### src/rtl/cr_cfg_loader_pkg.sv
// Shared definitions for the configuration loader: FSM encoding,
// register-block addresses and the standard-to-word-count table.
package cr_cfg_loader_pkg;

    typedef enum logic [2:0] {
        ST_IDLE     = 3'd0,
        ST_WR_CTRL  = 3'd1,
        ST_GET_W    = 3'd2,
        ST_WR_VEC   = 3'd3,
        ST_WAIT_SYM = 3'd4,
        ST_ERR      = 3'd5
    } state_e;

    // Register-block addresses
    localparam logic [1:0] ADR_CTRL = 2'b00;
    localparam logic [1:0] ADR_VEC  = 2'b01;
    localparam logic [1:0] ADR_CLR  = 2'b10;

    // Allocation-vector length per standard
    localparam int              NW_W    = 8;
    localparam logic [NW_W-1:0] NW_STD0 = 8'd4;
    localparam logic [NW_W-1:0] NW_STD1 = 8'd16;
    localparam logic [NW_W-1:0] NW_STD2 = 8'd128;
    localparam logic [NW_W-1:0] NW_STD3 = 8'd0;

    function automatic logic [NW_W-1:0] std_to_nw(input logic [1:0] std);
        logic [NW_W-1:0] nw;
        case (std)
            2'b00:   nw = NW_STD0;
            2'b01:   nw = NW_STD1;
            2'b10:   nw = NW_STD2;
            2'b11:   nw = NW_STD3;
            default: nw = NW_STD3;
        endcase
        return nw;
    endfunction

endpackage

### src/rtl/cr_cfg_loader_tmo.sv
// Bus-strobe watchdog: counts cycles while the strobe is held and flags
// the last permitted cycle. The count restarts whenever the strobe is low,
// so every rising strobe begins a fresh window of LIMIT cycles.
module wb_tmo_cnt #(
    parameter int LIMIT = 255
) (
    input  logic clk,
    input  logic rst_n,
    input  logic en,
    output logic hit
);

    localparam int            CW   = (LIMIT < 2) ? 1 : $clog2(LIMIT);
    localparam logic [CW-1:0] LAST = CW'(LIMIT - 1);

    logic [CW-1:0] cnt_r;

    // Cycle counter: advances while enabled, saturates on the last cycle, clears when idle
    always_ff @(posedge clk or negedge rst_n) begin
        if (!rst_n) begin
            cnt_r <= '0;
        end else if (en) begin
            if (cnt_r != LAST) begin
                cnt_r <= cnt_r + CW'(1);
            end else begin
                cnt_r <= cnt_r;
            end
        end else begin
            cnt_r <= '0;
        end
    end

    assign hit = en && (cnt_r == LAST);

endmodule

### src/rtl/cr_cfg_loader.sv
// Configuration loader: writes a control word and an allocation vector into
// the modem register block over a simple strobe/ack bus, then arms the
// vector on the next OFDM symbol boundary. A stalled bus aborts the load.
module cr_cfg_loader
    import cr_cfg_loader_pkg::*;
#(
    parameter int TMO_CYC = 255,
    parameter int AW      = 8
) (
    input  logic        CLK_I,
    input  logic        RST_I,
    input  logic        CFG_STB,
    input  logic [1:0]  CFG_STD,
    input  logic [1:0]  CFG_MOD,
    output logic        CFG_BUSY,
    output logic        CFG_DONE,
    output logic        CFG_ERR,
    input  logic [31:0] VW_DAT,
    input  logic        VW_VLD,
    output logic        VW_RDY,
    output logic [31:0] M_DAT_O,
    output logic [1:0]  M_ADR_O,
    output logic        M_WE_O,
    output logic        M_STB_O,
    input  logic        M_ACK_I,
    input  logic        SYM_BND,
    output logic        VEC_LD_O
);

    state_e        state_r;
    state_e        state_nxt_s;
    logic [AW-1:0] nw_r;
    logic [AW-1:0] wcnt_r;
    logic [31:0]   dat_r;
    logic          err_r;

    logic start_s;
    logic take_w_s;
    logic inc_s;
    logic set_err_s;
    logic sym_ld_s;
    logic stb_s;
    logic tmo_hit_s;
    logic last_w_s;

    // The strobe is a pure decode of the state register, so it always falls
    // for at least one cycle after every completed or aborted write.
    assign stb_s    = (state_r == ST_WR_CTRL) || (state_r == ST_WR_VEC);
    assign last_w_s = ((wcnt_r + AW'(1)) == nw_r);

    wb_tmo_cnt #(
        .LIMIT (TMO_CYC)
    ) u_tmo (
        .clk   (CLK_I),
        .rst_n (RST_I),
        .en    (stb_s),
        .hit   (tmo_hit_s)
    );

    // State register
    always_ff @(posedge CLK_I or negedge RST_I) begin
        if (!RST_I) begin
            state_r <= ST_IDLE;
        end else begin
            state_r <= state_nxt_s;
        end
    end

    // Next-state logic and datapath load enables; ACK wins over a coincident timeout
    always_comb begin
        state_nxt_s = state_r;
        start_s     = 1'b0;
        take_w_s    = 1'b0;
        inc_s       = 1'b0;
        set_err_s   = 1'b0;
        sym_ld_s    = 1'b0;
        case (state_r)
            ST_IDLE, ST_ERR: begin
                if (CFG_STB) begin
                    start_s     = 1'b1;
                    state_nxt_s = ST_WR_CTRL;
                end else begin
                    state_nxt_s = state_r;
                end
            end
            ST_WR_CTRL: begin
                if (M_ACK_I) begin
                    if (nw_r != '0) begin
                        state_nxt_s = ST_GET_W;
                    end else begin
                        state_nxt_s = ST_WAIT_SYM;
                    end
                end else if (tmo_hit_s) begin
                    set_err_s   = 1'b1;
                    state_nxt_s = ST_ERR;
                end else begin
                    state_nxt_s = ST_WR_CTRL;
                end
            end
            ST_GET_W: begin
                if (VW_VLD) begin
                    take_w_s    = 1'b1;
                    state_nxt_s = ST_WR_VEC;
                end else begin
                    state_nxt_s = ST_GET_W;
                end
            end
            ST_WR_VEC: begin
                if (M_ACK_I) begin
                    inc_s = 1'b1;
                    if (last_w_s) begin
                        state_nxt_s = ST_WAIT_SYM;
                    end else begin
                        state_nxt_s = ST_GET_W;
                    end
                end else if (tmo_hit_s) begin
                    set_err_s   = 1'b1;
                    state_nxt_s = ST_ERR;
                end else begin
                    state_nxt_s = ST_WR_VEC;
                end
            end
            ST_WAIT_SYM: begin
                if (SYM_BND) begin
                    sym_ld_s    = 1'b1;
                    state_nxt_s = ST_IDLE;
                end else begin
                    state_nxt_s = ST_WAIT_SYM;
                end
            end
            default: begin
                state_nxt_s = ST_IDLE;
            end
        endcase
    end

    // Datapath: word count, write-data register and sticky error flag
    always_ff @(posedge CLK_I or negedge RST_I) begin
        if (!RST_I) begin
            nw_r   <= '0;
            wcnt_r <= '0;
            dat_r  <= 32'h0000_0000;
            err_r  <= 1'b0;
        end else begin
            if (start_s) begin
                nw_r   <= AW'(std_to_nw(CFG_STD));
                wcnt_r <= '0;
                dat_r  <= {28'h000_0000, CFG_MOD, CFG_STD};
            end else if (take_w_s) begin
                dat_r  <= VW_DAT;
            end else if (inc_s) begin
                wcnt_r <= wcnt_r + AW'(1);
            end else begin
                dat_r  <= dat_r;
            end

            if (start_s) begin
                err_r <= 1'b0;
            end else if (set_err_s) begin
                err_r <= 1'b1;
            end else begin
                err_r <= err_r;
            end
        end
    end

    assign M_STB_O  = stb_s;
    assign M_WE_O   = stb_s;
    assign M_ADR_O  = (state_r == ST_WR_VEC) ? ADR_VEC : ADR_CTRL;
    assign M_DAT_O  = dat_r;
    assign VW_RDY   = (state_r == ST_GET_W);
    assign CFG_BUSY = (state_r != ST_IDLE) && (state_r != ST_ERR);
    assign CFG_ERR  = err_r;
    assign CFG_DONE = sym_ld_s;
    assign VEC_LD_O = sym_ld_s;

endmodule

### config.mk
export PLATFORM = sky130hd
export DESIGN_NAME = cr_cfg_loader
export DESIGN_NICKNAME = d
export VERILOG_FILES = /design/src/rtl/cr_cfg_loader_pkg.sv /design/src/rtl/cr_cfg_loader_tmo.sv /design/src/rtl/cr_cfg_loader.sv
export SDC_FILE = /design/constraint.sdc
export NUM_CORES = 1
export LEC_CHECK = 0
export ABC_AREA = 0
export BUFFER_PORTS_ARGS = -buffer_cell sky130_fd_sc_hd__buf_4
export CAP_MARGIN = 5
export CORE_MARGIN = 3
export CORE_UTILIZATION = 51
export DETAILED_ROUTE_END_ITERATION = 8
export PLACE_DENSITY = 0.79
export SLEW_MARGIN = 20
export SYNTH_ARGS = -nofsm -noshare
export SYNTH_HDL_FRONTEND = slang
export SYNTH_HIERARCHICAL = 1
export SYNTH_SLANG_ARGS = --single-unit
### constraint.sdc
create_clock -name CLK_I -period 2.1 [get_ports CLK_I]
set_input_delay 0.21 -clock CLK_I [delete_from_list [all_inputs] [get_ports CLK_I]]
set_output_delay 0.21 -clock CLK_I [all_outputs]
set_load 0.005 [all_outputs]
======== After elaboration in Yosys (flattened, before gate mapping) ========
Cells that the tools add are included.
cells by class
  mux-type cells .......................... 32
  reductions and logical operators ........ 13
  add/sub/neg operators ................... 2
  eq/ne operators ......................... 15
operator list
  cell                                            number
  2-to-1 mux 32 bit                               2
  2-to-1 mux 8 bit                                5
  case mux 8 bit (4 select lines)                 1
  2-to-1 mux 3 bit                                8
  adder 8 x 1 -> 8 bit (second input constant)    2
  2-to-1 mux 1 bit                                15
  case mux 3 bit (5 select lines)                 1
  == test 8 bit                                   1
  == test 8 bit (second input constant)           1
  inequality test 8 bit (second input constant)   1
  nonzero test 8 bit                              1
  == test 3 x 2 -> 1 bit (second input constant)  2
  == test 3 bit (second input constant)           2
  inequality test 2 bit (second input constant)   3
  nonzero test 2 bit                              3
  == test 2 bit (second input constant)           2
  OR reduction 2 bit                              2
  == test 3 x 1 -> 1 bit (second input constant)  1
  zero test 3 bit                                 1
  inequality test 3 bit (second input constant)   1
  nonzero test 3 bit                              1
  == test 2 x 1 -> 1 bit (second input constant)  1
  logical AND 1 bit                               2
  zero test 2 bit                                 1
  other kinds (2)                                 2
word-level totals
  bits in registers ....................... 60

======== Depth between registers and ports, before layout ========
Gate-level depths: netlist of the first run.
  depth after elaboration ................. 8
  depth in mapped cells ................... 10

======== Modules after synthesis ========
Netlist of the first run, hierarchy kept.
by module, submodules not included
  module         instances  area an instance (µm²)  cells an instance
  cr_cfg_loader  1          2296.0                  249
  wb_tmo_cnt     1          462.9                   46

======== Least setup slack after synthesis of the first run ========
No wires, ideal clock.
  path type ............................... register to register
  start point ............................. register state_r[2]
  end point ............................... register state_r[2]
  data required time ...................... 2005 ps
  setup time .............................. 95 ps
  setup slack ............................. 352 ps
  data arrival time ....................... 1652 ps
  cell stages (with the launch flop) ...... 11
  path through ............................ dfrtp_1 buf_4 nand2b_1 inv_1 clkbuf_1 and3_1 nor2b_1 a31oi_1 nor2_1 a31oi_1 o31ai_1
on the way
  word-level cells in the longest chain between the ends .. 6
  elaborated cells on any way between the ends .. 15
  those cells by class .................... 6 x eq/ne; 5 x mux; 4 x reduce/logical
ends and longest elaborated chain
  item                                                                     RTL line                                   text
  start: declaration                                                       cr_cfg_loader.sv:30                        state_e state_r;
  start signal: assignment                                                 cr_cfg_loader.sv:65                        state_r <= state_nxt_s;
  == test 3 x 1 -> 1 bit / == test 3 x 2 -> 1 bit (equally long branches)  cr_cfg_loader.sv:48                        assign stb_s = (state_r == ST_WR_CTRL) || (state_r == ST_WR_VEC);
  logical OR 1 bit (*)                                                     cr_cfg_loader.sv:48
  via M_STB_O                                                              cr_cfg_loader.sv:24                        output logic M_STB_O,
  logical AND 1 bit (*)                                                    cr_cfg_loader_tmo.sv:33                    assign hit = en && (cnt_r == LAST);
  via tmo_hit_s                                                            cr_cfg_loader.sv:43                        logic tmo_hit_s;
  2-to-1 mux 3 bit, on equally long branches                               cr_cfg_loader.sv:116, cr_cfg_loader.sv:93
  2-to-1 mux 3 bit, on equally long branches                               cr_cfg_loader.sv:109, cr_cfg_loader.sv:87
  case mux 3 bit (5 select lines) (*)                                      cr_cfg_loader.sv:77                        case (state_r)
The timed path passes the listed nets; every way through them passes the cells marked *.
A chain may end at the register's enable or synchronous reset.

======== Worst setup path after layout of the first run ========
  start point ............................. register u_tmo.cnt_r[0]
  end point ............................... register state_r[2]
on the way
  word-level cells in the longest chain between the ends .. 5
  elaborated cells on any way between the ends .. 7
  those cells by class .................... 1 x eq/ne; 5 x mux; 1 x reduce/logical
ends and longest elaborated chain
  item                                        RTL line                                   text
  start: declaration                          cr_cfg_loader_tmo.sv:16                    logic [CW-1:0] cnt_r;
  start signal: assignment                    cr_cfg_loader_tmo.sv:24                    cnt_r <= cnt_r + CW'(1);
  start signal: assignment                    cr_cfg_loader_tmo.sv:26                    cnt_r <= cnt_r;
  == test 8 bit (*)                           cr_cfg_loader_tmo.sv:33
  logical AND 1 bit (*)                       cr_cfg_loader_tmo.sv:33
  via tmo_hit_s                               cr_cfg_loader.sv:43
  2-to-1 mux 3 bit, on equally long branches  cr_cfg_loader.sv:116, cr_cfg_loader.sv:93
  2-to-1 mux 3 bit, on equally long branches  cr_cfg_loader.sv:109, cr_cfg_loader.sv:87
  case mux 3 bit (5 select lines) (*)         cr_cfg_loader.sv:77
Marks and branches as above.

==> impl_metrics.csv, run 1 <==
group,metric,value,unit
status,outcome,"completed",
route,drt_wl_total,6260,µm
synth,netlist_area,2760,µm²
die,core,5170,µm²
timing,period_minus_slack,1820,ps
clock_tree,post-cts-setup-buffers,0,
cells_and_area,nNetsFinal,413,
setup_path,crit_arrival,2010,ps
grt,grt_pass1_vias,2272,
die,rows,26,
grt,antenna_found_initial,0,
synth,synth_cell_types,45,
synth,yosysSeqAreaShare,49.9,%
clock_tree,cts_buffers,5,
synth,synthFlopType,"dfrtp_1",
synth,ys_warn_count,6,
die,die_h,79.6,µm
timing,fin_ws,281,ps
route,dr.pass1.iters,5,
synth,syn_nets,340,
setup_path,critPathCaptureType,"flop",
setup_path,critPathRequiredTime,2290,ps
clock_tree,clock_path_buffers,2,
route,routedWlPerCell,14.3,µm
placed_design,pre_cts_slack,335,ps
placed_design,dp_hpwl,4330,µm
timing,skew,12.7,ps
setup_path,cp-start-kind,"flop",
route,ant_nets,0,
synth,syn_area_per_cell,9.35,µm²
placed_design,gp_congestion,0.838,
min_path,hp-class,"input pin to flop",
synth,async_flop_share,100,%
timing,report.final.slew_viol_count,0,
die,die_w,79.6,µm
synth,synth_seq_cells,55,
die,die-area,6330,µm²
cells_and_area,n_antenna_cell,0,
power_and_ir_drop,powerDensity,1260,nW/µm²
route,first_iter_violations,129,
cells_and_area,area_delta_synth_final,26.3,%
timing,tns,0,ps
timing,slew_headroom,54.2,%
clock_tree,cts_tree,"built",
job,cap_violations,0,
grt,grt_remaining_overflow,0,
power_and_ir_drop,vdd_ir_drop_max,0.585,mV
cells_and_area,fin_util,67.3,%
clock_tree,path_clk_slew,100,ps
timing,setup_viol,0,
clock_tree,clock_sinks,55,
synth,postSynthCellCount,295,
timing,fin_hold_ws,95.9,ps
timing,fmax,550,MHz
synth,synth_edf_count,0,
grt,track_usage,20.5,%
route,vias,2352,
timing,hold_violations,0,
clock_tree,clock_latency,310,ps
setup_path,worstPathMaxFanout,5,
cells_and_area,fill_cells,419,
timing,fin_crit_sh,86.6,%
cells_and_area,drive_above_1_share,29.5,%
die,start_util,53.3,%
route,drc_errors,0,
timing,grt_setup_unrepaired,"no",
power_and_ir_drop,leakagePower,1.68,nW
route,avgViaCountPerCell,5.36,
setup_path,critical_path_class,"flop to flop",
clock_tree,cts-htree-levels,2,
die,io_pins,83,
grt,grt_pass1_wl,10300,µm
timing,worst-slew-pin-transition,688,ps
clock_tree,cts-root-buf,"clkbuf_8",
grt,grt_max_degree,56,
placed_design,portBuffers,81,
Yosys cell counts, types with 5 or more instances:
master / number / area, µm²
nor2_1: 5 / 18.8
a21oi_1: 27 / 135
nand3_1: 18 / 90.1
a31oi_1: 7 / 43.8
clkbuf_1: 5 / 18.8
dfrtp_1: 55 / 1380
nand2_1: 81 / 304
buf_4: 7 / 52.6
xor2_1: 6 / 52.6
buf_2: 5 / 25.0
and3_1: 6 / 37.5
o21ai_0: 10 / 50.1
xnor2_1: 6 / 52.6
critical path, cell delays in order (launching register included):
cell and delay (ps):
dfrtp_1 420, inv_1 80, ha_1 210, and3_1 200, and3_1 210, nor2b_1 140, a31oi_1 130, nor2_1 60
a31oi_1 140, o31ai_1 100
where the power goes:
part           total, mW  internal [mW]  switching (mW)  leakage (nW)
clock network      0.746          0.393           0.354        0.0618
registers           1.76           1.45           0.308         0.702
logic               1.88          0.957           0.928         0.921
per-layer routing:
layer / GRT usage, % / vias up / routed length [µm]
met3: 3.95 / 14 / 390
li1: - / 1148 / -
met4: 8.42 / 0 / 142
met2: 35.1 / 87 / 3150
met1: 25.4 / 1103 / 2580
met5: 0 / - / 0
layout make-up:
class / count / area [µm²] / share of cell area (%)
flip-flops and latches: 55 / 1380 / 39.5
multi-input cells: 214 / 1210 / 34.8
repair buffers: 87 / 668 / 19.2
well taps: 70 / 87.6 / 2.51
clock buffers: 6 / 82.6 / 2.37
clock inverters: 2 / 38.8 / 1.11
inverters: 5 / 18.8 / 0.539
timing repair:
item	in CTS	in global routing
hold endpoints to repair	55	0
hold buffers	1	0
resized for setup	0	0
cell families (layout without fill, tap and decap cells):
kind of cell	count (synthesis)	after routing	synth area share [%]
flip-flops	55	55	49.9
buffers and inverters	26	100	6.21
adder cells (fa/ha/maj)	3	3	1.36
XOR/XNOR	12	12	3.81
AO/OA/AOI/OAI	60	60	13.5
other	1	1	0.136
AND/OR/NAND/NOR	132	132	22.9
multiplexers	6	6	2.27
state kept, by name (all words and copies together), names as in the netlist:
register / flops
nw_r: 3
state_r: 3
wcnt_r: 8
u_tmo/cnt_r: 8
M_DAT_O: 32
CFG_ERR: 1
placed cells by master (no fill, tap or decap), types with 2 or more instances in the layout:
| master | instances |
|---|---|
| nand3_1 | 18 |
| o31ai_1 | 3 |
| nand3b_1 | 3 |
| nor2b_1 | 2 |
| xor2_1 | 6 |
| a31oi_1 | 7 |
| clkbuf_8 | 6 |
| a21oi_1 | 27 |
| inv_1 | 4 |
| o2111ai_1 | 2 |
| buf_4 | 85 |
| nand3_2 | 2 |
| o21ai_0 | 10 |
| nor2_1 | 5 |
| mux2i_1 | 4 |
| nand2_1 | 81 |
| xnor2_1 | 6 |
| and3_1 | 6 |
| a22oi_1 | 2 |
| ha_1 | 3 |
| a21oi_2 | 4 |
| nand2b_1 | 4 |
| mux2_2 | 2 |
| dfrtp_1 | 55 |
through the flow:
stage,cells,power [mW],cell area (µm²)
after floorplan,295,2.91,2760
after global placement,430,3.61,3350
after detailed placement,430,3.68,3350
after CTS,439,4.43,3480
after global routing,439,4.74,3480
final,439,4.39,3480
final timing paths:
check	start	to	slack (ps)	cells after the start
setup reg to reg	u_tmo/cnt_r[0]	state_r[2]	280	9
min in group asynchronous	RST_I	u_tmo/cnt_r[7]	480	2
hold reg to reg	M_DAT_O[23]	M_DAT_O[23]	530	2
hold / removal	CFG_STD[1]	nw_r[2]	100	2
max in group asynchronous	RST_I	wcnt_r[5]	1160	2
setup / recovery	u_tmo/cnt_r[0]	state_r[2]	280	9
(Power assumes the default switching activity.)
==> run 2: changes to the inputs <==
- GPL_TIMING_DRIVEN: default -> 0
==> run 2 against run 1 <==
Effect of this change: largest cell class unchanged; combinational power up 10%; flip-flop and latch count unchanged; global-route usage down 0.078 points; highest routed layer unchanged; core utilization up 1.4 points; critical endpoint unchanged; clock power down 18%; sequential share of layout area down 0.82 points; register-to-register slack worse by 40 ps; fmax down 2.4%.
==> impl_metrics.csv, run 2 (synthesized netlist as in run 1, its figures left out) <==
group,metric,value,unit
power_and_ir_drop,leakagePower,1.73,nW
cells_and_area,n_antenna_cell,0,
cells_and_area,area_delta_synth_final,28.9,%
setup_path,cp_slowest_stage_delay,380,ps
grt,grt_max_degree,56,
setup_path,timing.rr.start,"state_r[0]",
timing,fmax,537,MHz
cells_and_area,fill_cells,431,
setup_path,crit_buf_inv,3,
setup_path,r2r_slack,240,ps
cells_and_area,design_area,3560,µm²
cells_and_area,nNetsFinal,428,
setup_path,cp-start-kind,"flop",
cells_and_area,final_cell_mix,"buf_4, nand2_1, dfrtp_1, a21oi_1, nand3_1",
min_path,min_path_cells,2,
timing,worst-slew-pin-transition,684,ps
setup_path,crit_slowest_cell,"dfrtp_1",
die,core,5170,µm²
setup_path,critical_path_class,"flop to flop",
power_and_ir_drop,p_int,2.79,mW
min_path,hp-start,"CFG_STD[1]",
die,rows,26,
grt,track_usage,20.5,%
clock_tree,clock_sinks,55,
grt,antenna_found_initial,0,
clock_tree,path_clk_slew,100,ps
clock_tree,cts_buffers,5,
cells_and_area,multi_input_area,1210,µm²
timing,skew,11.4,ps
power_and_ir_drop,vdd_ir_drop_max,0.622,mV
route,routedWlPerCell,14.0,µm
grt,grt_pass1_vias,2297,
route,dr.pass1.iters,4,
grt,grt_remaining_overflow,0,
setup_path,cp.depth,10,
clock_tree,post-cts-setup-buffers,0,
clock_tree,cts_tree,"built",
grt,grt_pass1_wl,10300,µm
cells_and_area,drive_above_1_share,31.5,%
route,drt_wl_total,6340,µm
clock_tree,cts-root-buf,"clkbuf_8",
die,die_h,79.6,µm
power_and_ir_drop,p_clk_share,13.9,%
route,vias,2404,
placed_design,dp_hpwl,4660,µm
placed_design,gp_congestion,0.830,
clock_tree,cts-htree-levels,2,
job,cap_violations,0,
route,ant_nets,0,
timing,setup_viol,0,
cells_and_area,largest_reg_flops,32,
die,io_pins,83,
placed_design,dpl_cell_area,3450,µm²
die,die-area,6330,µm²
timing,grt_setup_unrepaired,"no",
power_and_ir_drop,pwr-share-seq,39.1,%
clock_tree,clock_path_buffers,2,
setup_path,worstPathMaxFanout,10,
route,drc_errors,0,
route,avgViaCountPerCell,5.30,
setup_path,cp_common_cell,"a31oi_1",
cells_and_area,final_common_cell,"buf_4",
setup_path,worstRegToRegCells,10,
setup_path,rr_endpoint,"state_r[2]",
setup_path,cp_cell_sequence,"buf_4 -> nand2b_1 -> inv_2 -> clkbuf_2 -> and3_1 -> nor2b_1 -> a31oi_1 -> nor2_1 -> a31oi_1 -> o31ai_1",
power_and_ir_drop,netSwitchingPower,1.63,mW
setup_path,critPathCaptureType,"flop",
timing,slew_headroom,54.4,%
placed_design,portBuffers,80,
timing,report.final.slew_viol_count,0,
die,start_util,53.3,%
cells_and_area,seq_area,1380,µm²
die,die_w,79.6,µm
setup_path,cp_top_family,"simple AND/OR/NAND/NOR gates",
min_path,hp-class,"input pin to flop",
clock_tree,clock_latency,310,ps
timing,fin_crit_sh,88.7,%
power_and_ir_drop,switching_share,36.9,%
route,first_iter_violations,101,
timing,period_minus_slack,1860,ps
timing,hold_violations,0,
min_path,holdPathEnd,"nw_r[2]",
setup_path,crit_arrival,2050,ps
setup_path,critPathRequiredTime,2290,ps
power_and_ir_drop,combPwrFrac,47.0,%
timing,tns,0,ps
status,outcome,"completed",
power_and_ir_drop,powerDensity,1240,nW/µm²
run 2: changes by cell type in the layout (fill, tap and decap cells not counted), sizes merged:
| cell | change |
|---|---|
| clkinvlp | +1 |
| inv | -1 |
| bufinv | -1 |
| clkbuf | +5 |
| clkinv | +1 |
| buf | +10 |
run 2: repair_timing:
action / in CTS / in global routing
endpoints found under the hold margin: 55 / 0
endpoints found under the setup margin: 0 / 2
hold buffers: 1 / 0
gates resized for setup: 0 / 3
run 2: worst max path at each step:
stage / from / endpoint / slack, ps
2_1_floorplan: state_r[2] / state_r[2] / 350
3_3_place_gp: state_r[2] / state_r[2] / 60
3_5_place_dp: state_r[2] / state_r[2] / 50
4_1_cts: state_r[2] / state_r[2] / 20
5_1_grt: state_r[0] / state_r[2] / 80
6_report: state_r[0] / state_r[2] / 240
run 2: power by group through the flow:
stage / logic, mW / clock network (mW) / registers [mW]
2_1_floorplan: 1.18 / 0 / 1.73
3_3_place_gp: 2.03 / 0 / 1.73
3_5_place_dp: 2.09 / 0 / 1.75
4_1_cts: 2.09 / 0.636 / 1.73
5_1_grt: 2.31 / 0.669 / 1.78
6_report: 2.07 / 0.612 / 1.73
run 2: per-layer routing:
layer	vias to the layer above	part of all wire, %	track usage, %	wire length, µm
li1	1173	-	-	-
met1	1162	43	25.0	2700
met2	62	50	35.4	3190
met3	7	5.7	4.29	362
met4	0	1.3	7.56	83
met5	-	0	0	0
run 2: through the flow:
stage	hold WS [ps]	total power [mW]	util (%)	instances	setup WS (ps)
3_5_place_dp	299	3.83	66.6	445	48.7
4_1_cts	89.0	4.46	68.7	454	21.8
6_report	102	4.42	68.8	454	236
3_3_place_gp	303	3.76	66.6	445	64.8
2_1_floorplan	-85.6	2.91	-	295	352
5_1_grt	104	4.76	68.8	454	80.4
run 2: final cells by class:
class	instances	share of cell area [%]
timing repair buffer	81	17.2
buffer	21	4.33
inverter	5	0.528
sequential	55	38.7
tap	70	2.46
multi-input combinational	214	34.0
clock inverter	2	0.457
clock buffer	6	2.32
==> run 3: changes to the inputs <==
- CORE_UTILIZATION: 51 -> 46
- PLACE_DENSITY: 0.79 -> 0.75
- clock period: 2.1 -> 1.6 ns (I/O delays scaled with it)
==> run 3 against run 2 <==
Effect of this change: global-route usage fell by 0.53 points; sequential power rose by 32%; critical path depth fell by 3; critical path type unchanged; critical endpoint is now M_DAT_O[4]; largest power group unchanged.
==> impl_metrics.csv, run 3 (synthesized netlist as in run 1, its figures left out) <==
group,metric,value,unit
status,outcome,"completed",
route,drc_errors,0,
clock_tree,cts-root-buf,"clkbuf_8",
route,routedWlPerCell,15.1,µm
cells_and_area,final_cell_mix,"buf_4, nand2_1, dfrtp_1, a21oi_2",
job,cap_violations,0,
min_path,hp-class,"input pin to flop",
setup_path,cp_top_family,"simple AND/OR/NAND/NOR gates",
timing,setup_viol,0,
setup_path,cp_common_cell,"buf_6",
setup_path,crit_arrival,1830,ps
clock_tree,clock_path_buffers,2,
route,ant_nets,0,
setup_path,critical_path_class,"flop to flop",
setup_path,critPathCaptureType,"flop",
clock_tree,clock_sinks,55,
route,highest_layer,"met4",
power_and_ir_drop,leakagePower,2.04,nW
timing,fin_ws,0.0975,ps
cells_and_area,area_delta_synth_final,51.4,%
setup_path,cp_slowest_stage_delay,390,ps
timing,slew_headroom,53.8,%
power_and_ir_drop,vdd_ir_drop_max,0.861,mV
die,die_h,83.4,µm
clock_tree,cts_buffers,5,
grt,track_usage,19.9,%
timing,fin_crit_sh,100,%
timing,tns,0,ps
timing,report.final.slew_viol_count,0,
timing,fin_hold_ws,64.3,ps
cells_and_area,multi_input_area,1540,µm²
timing,period_minus_slack,1600,ps
setup_path,crit_buf_inv,3,
die,core,5640,µm²
setup_path,worstPathMaxFanout,7,
cells_and_area,drive_above_1_share,51.0,%
grt,grt_remaining_overflow,0,
cells_and_area,fill_cells,392,
placed_design,dpl_cell_area,3480,µm²
route,vias,2600,
timing,hold_violations,0,
placed_design,pre_cts_slack,-210,ps
setup_path,cp-start-kind,"flop",
cells_and_area,nNetsFinal,458,
die,rows,27,
die,start_util,48.9,%
timing,skew,2.91,ps
placed_design,dp_hpwl,4820,µm
die,die_w,83.4,µm
cells_and_area,design_area,4180,µm²
timing,worst-slew-pin-transition,694,ps
route,first_iter_violations,61,
cells_and_area,seq_area,1380,µm²
timing,grt_setup_unrepaired,"yes",
setup_path,critPathRequiredTime,1830,ps
grt,grt_max_degree,56,
cells_and_area,final_common_cell,"buf_4",
setup_path,crit_slowest_cell,"dfrtp_1",
clock_tree,cts-htree-levels,2,
route,met1_length,2850,µm
clock_tree,path_clk_slew,90,ps
cells_and_area,largest_reg_flops,32,
die,io_pins,83,
grt,antenna_found_initial,0,
route,met3_length,448,µm
cells_and_area,n_antenna_cell,0,
clock_tree,clock_latency,300,ps
setup_path,cp_cell_sequence,"buf_6 -> buf_6 -> nor3_4 -> and2_4 -> clkbuf_16 -> nand2_4 -> a21oi_2",
placed_design,gp_congestion,0.814,
die,die-area,6960,µm²
route,drt_wl_total,7300,µm
route,dr.pass1.iters,4,
grt,grt_pass1_wl,11500,µm
power_and_ir_drop,powerDensity,1650,nW/µm²
grt,grt_pass1_vias,2496,
route,avgViaCountPerCell,5.37,
clock_tree,cts_tree,"built",
timing,fmax,625,MHz
cells_and_area,fin_util,74.0,%
route,dr_wl_met2,3810,µm
placed_design,portBuffers,80,
-- run 3: stage by stage --
step | total power, mW | instances
after floorplan | 3.86 | 295
after global placement | 4.99 | 447
after detailed placement | 5.09 | 447
after CTS | 6.16 | 466
after global routing | 7.38 | 484
final | 6.89 | 484
-- run 3: cell type report --
class	count	share of cell area (%)
Tap cell	72	2.16
Inverter	5	0.569
Timing Repair Buffer	114	21.7
Buffer	18	3.86
Clock buffer	5	1.65
Sequential cell	55	33.0
Multi-Input combinational cell	214	36.8
Clock inverter	1	0.180
-- run 3: repair_timing --
item                                   CTS  global route
setup buffers                           12            19
cloned                                   0             2
endpoints found under the hold margin   55             0
setup endpoints to repair               37            46
resized for setup                       28            71
hold buffers                             1             0
pin swaps                                4            41
-- run 3: routing by layer --
metal	up-vias	global-route usage [%]
met5	-	0
met4	0	8.19
met3	19	4.07
met2	98	34.3
met1	1242	24.4
li1	1241	-
-- run 3: report_power, final --
group	switching [mW]	internal, mW
Clock	0.426	0.292
Sequential	0.371	1.91
Combinational	1.78	2.11
-- run 3: worst paths after layout --
kind | depth (start not counted) | slack [ps] | to | from
max reg2reg | 7 | 0.1 | M_DAT_O[4] | state_r[0]
max | 7 | 0.1 | M_DAT_O[4] | state_r[0]
max in group asynchronous | 2 | 660 | wcnt_r[2] | RST_I
min reg2reg | 2 | 500 | M_DAT_O[2] | M_DAT_O[2]
min in group asynchronous | 2 | 440 | u_tmo/cnt_r[0] | RST_I
min | 2 | 60 | nw_r[2] | CFG_STD[0]
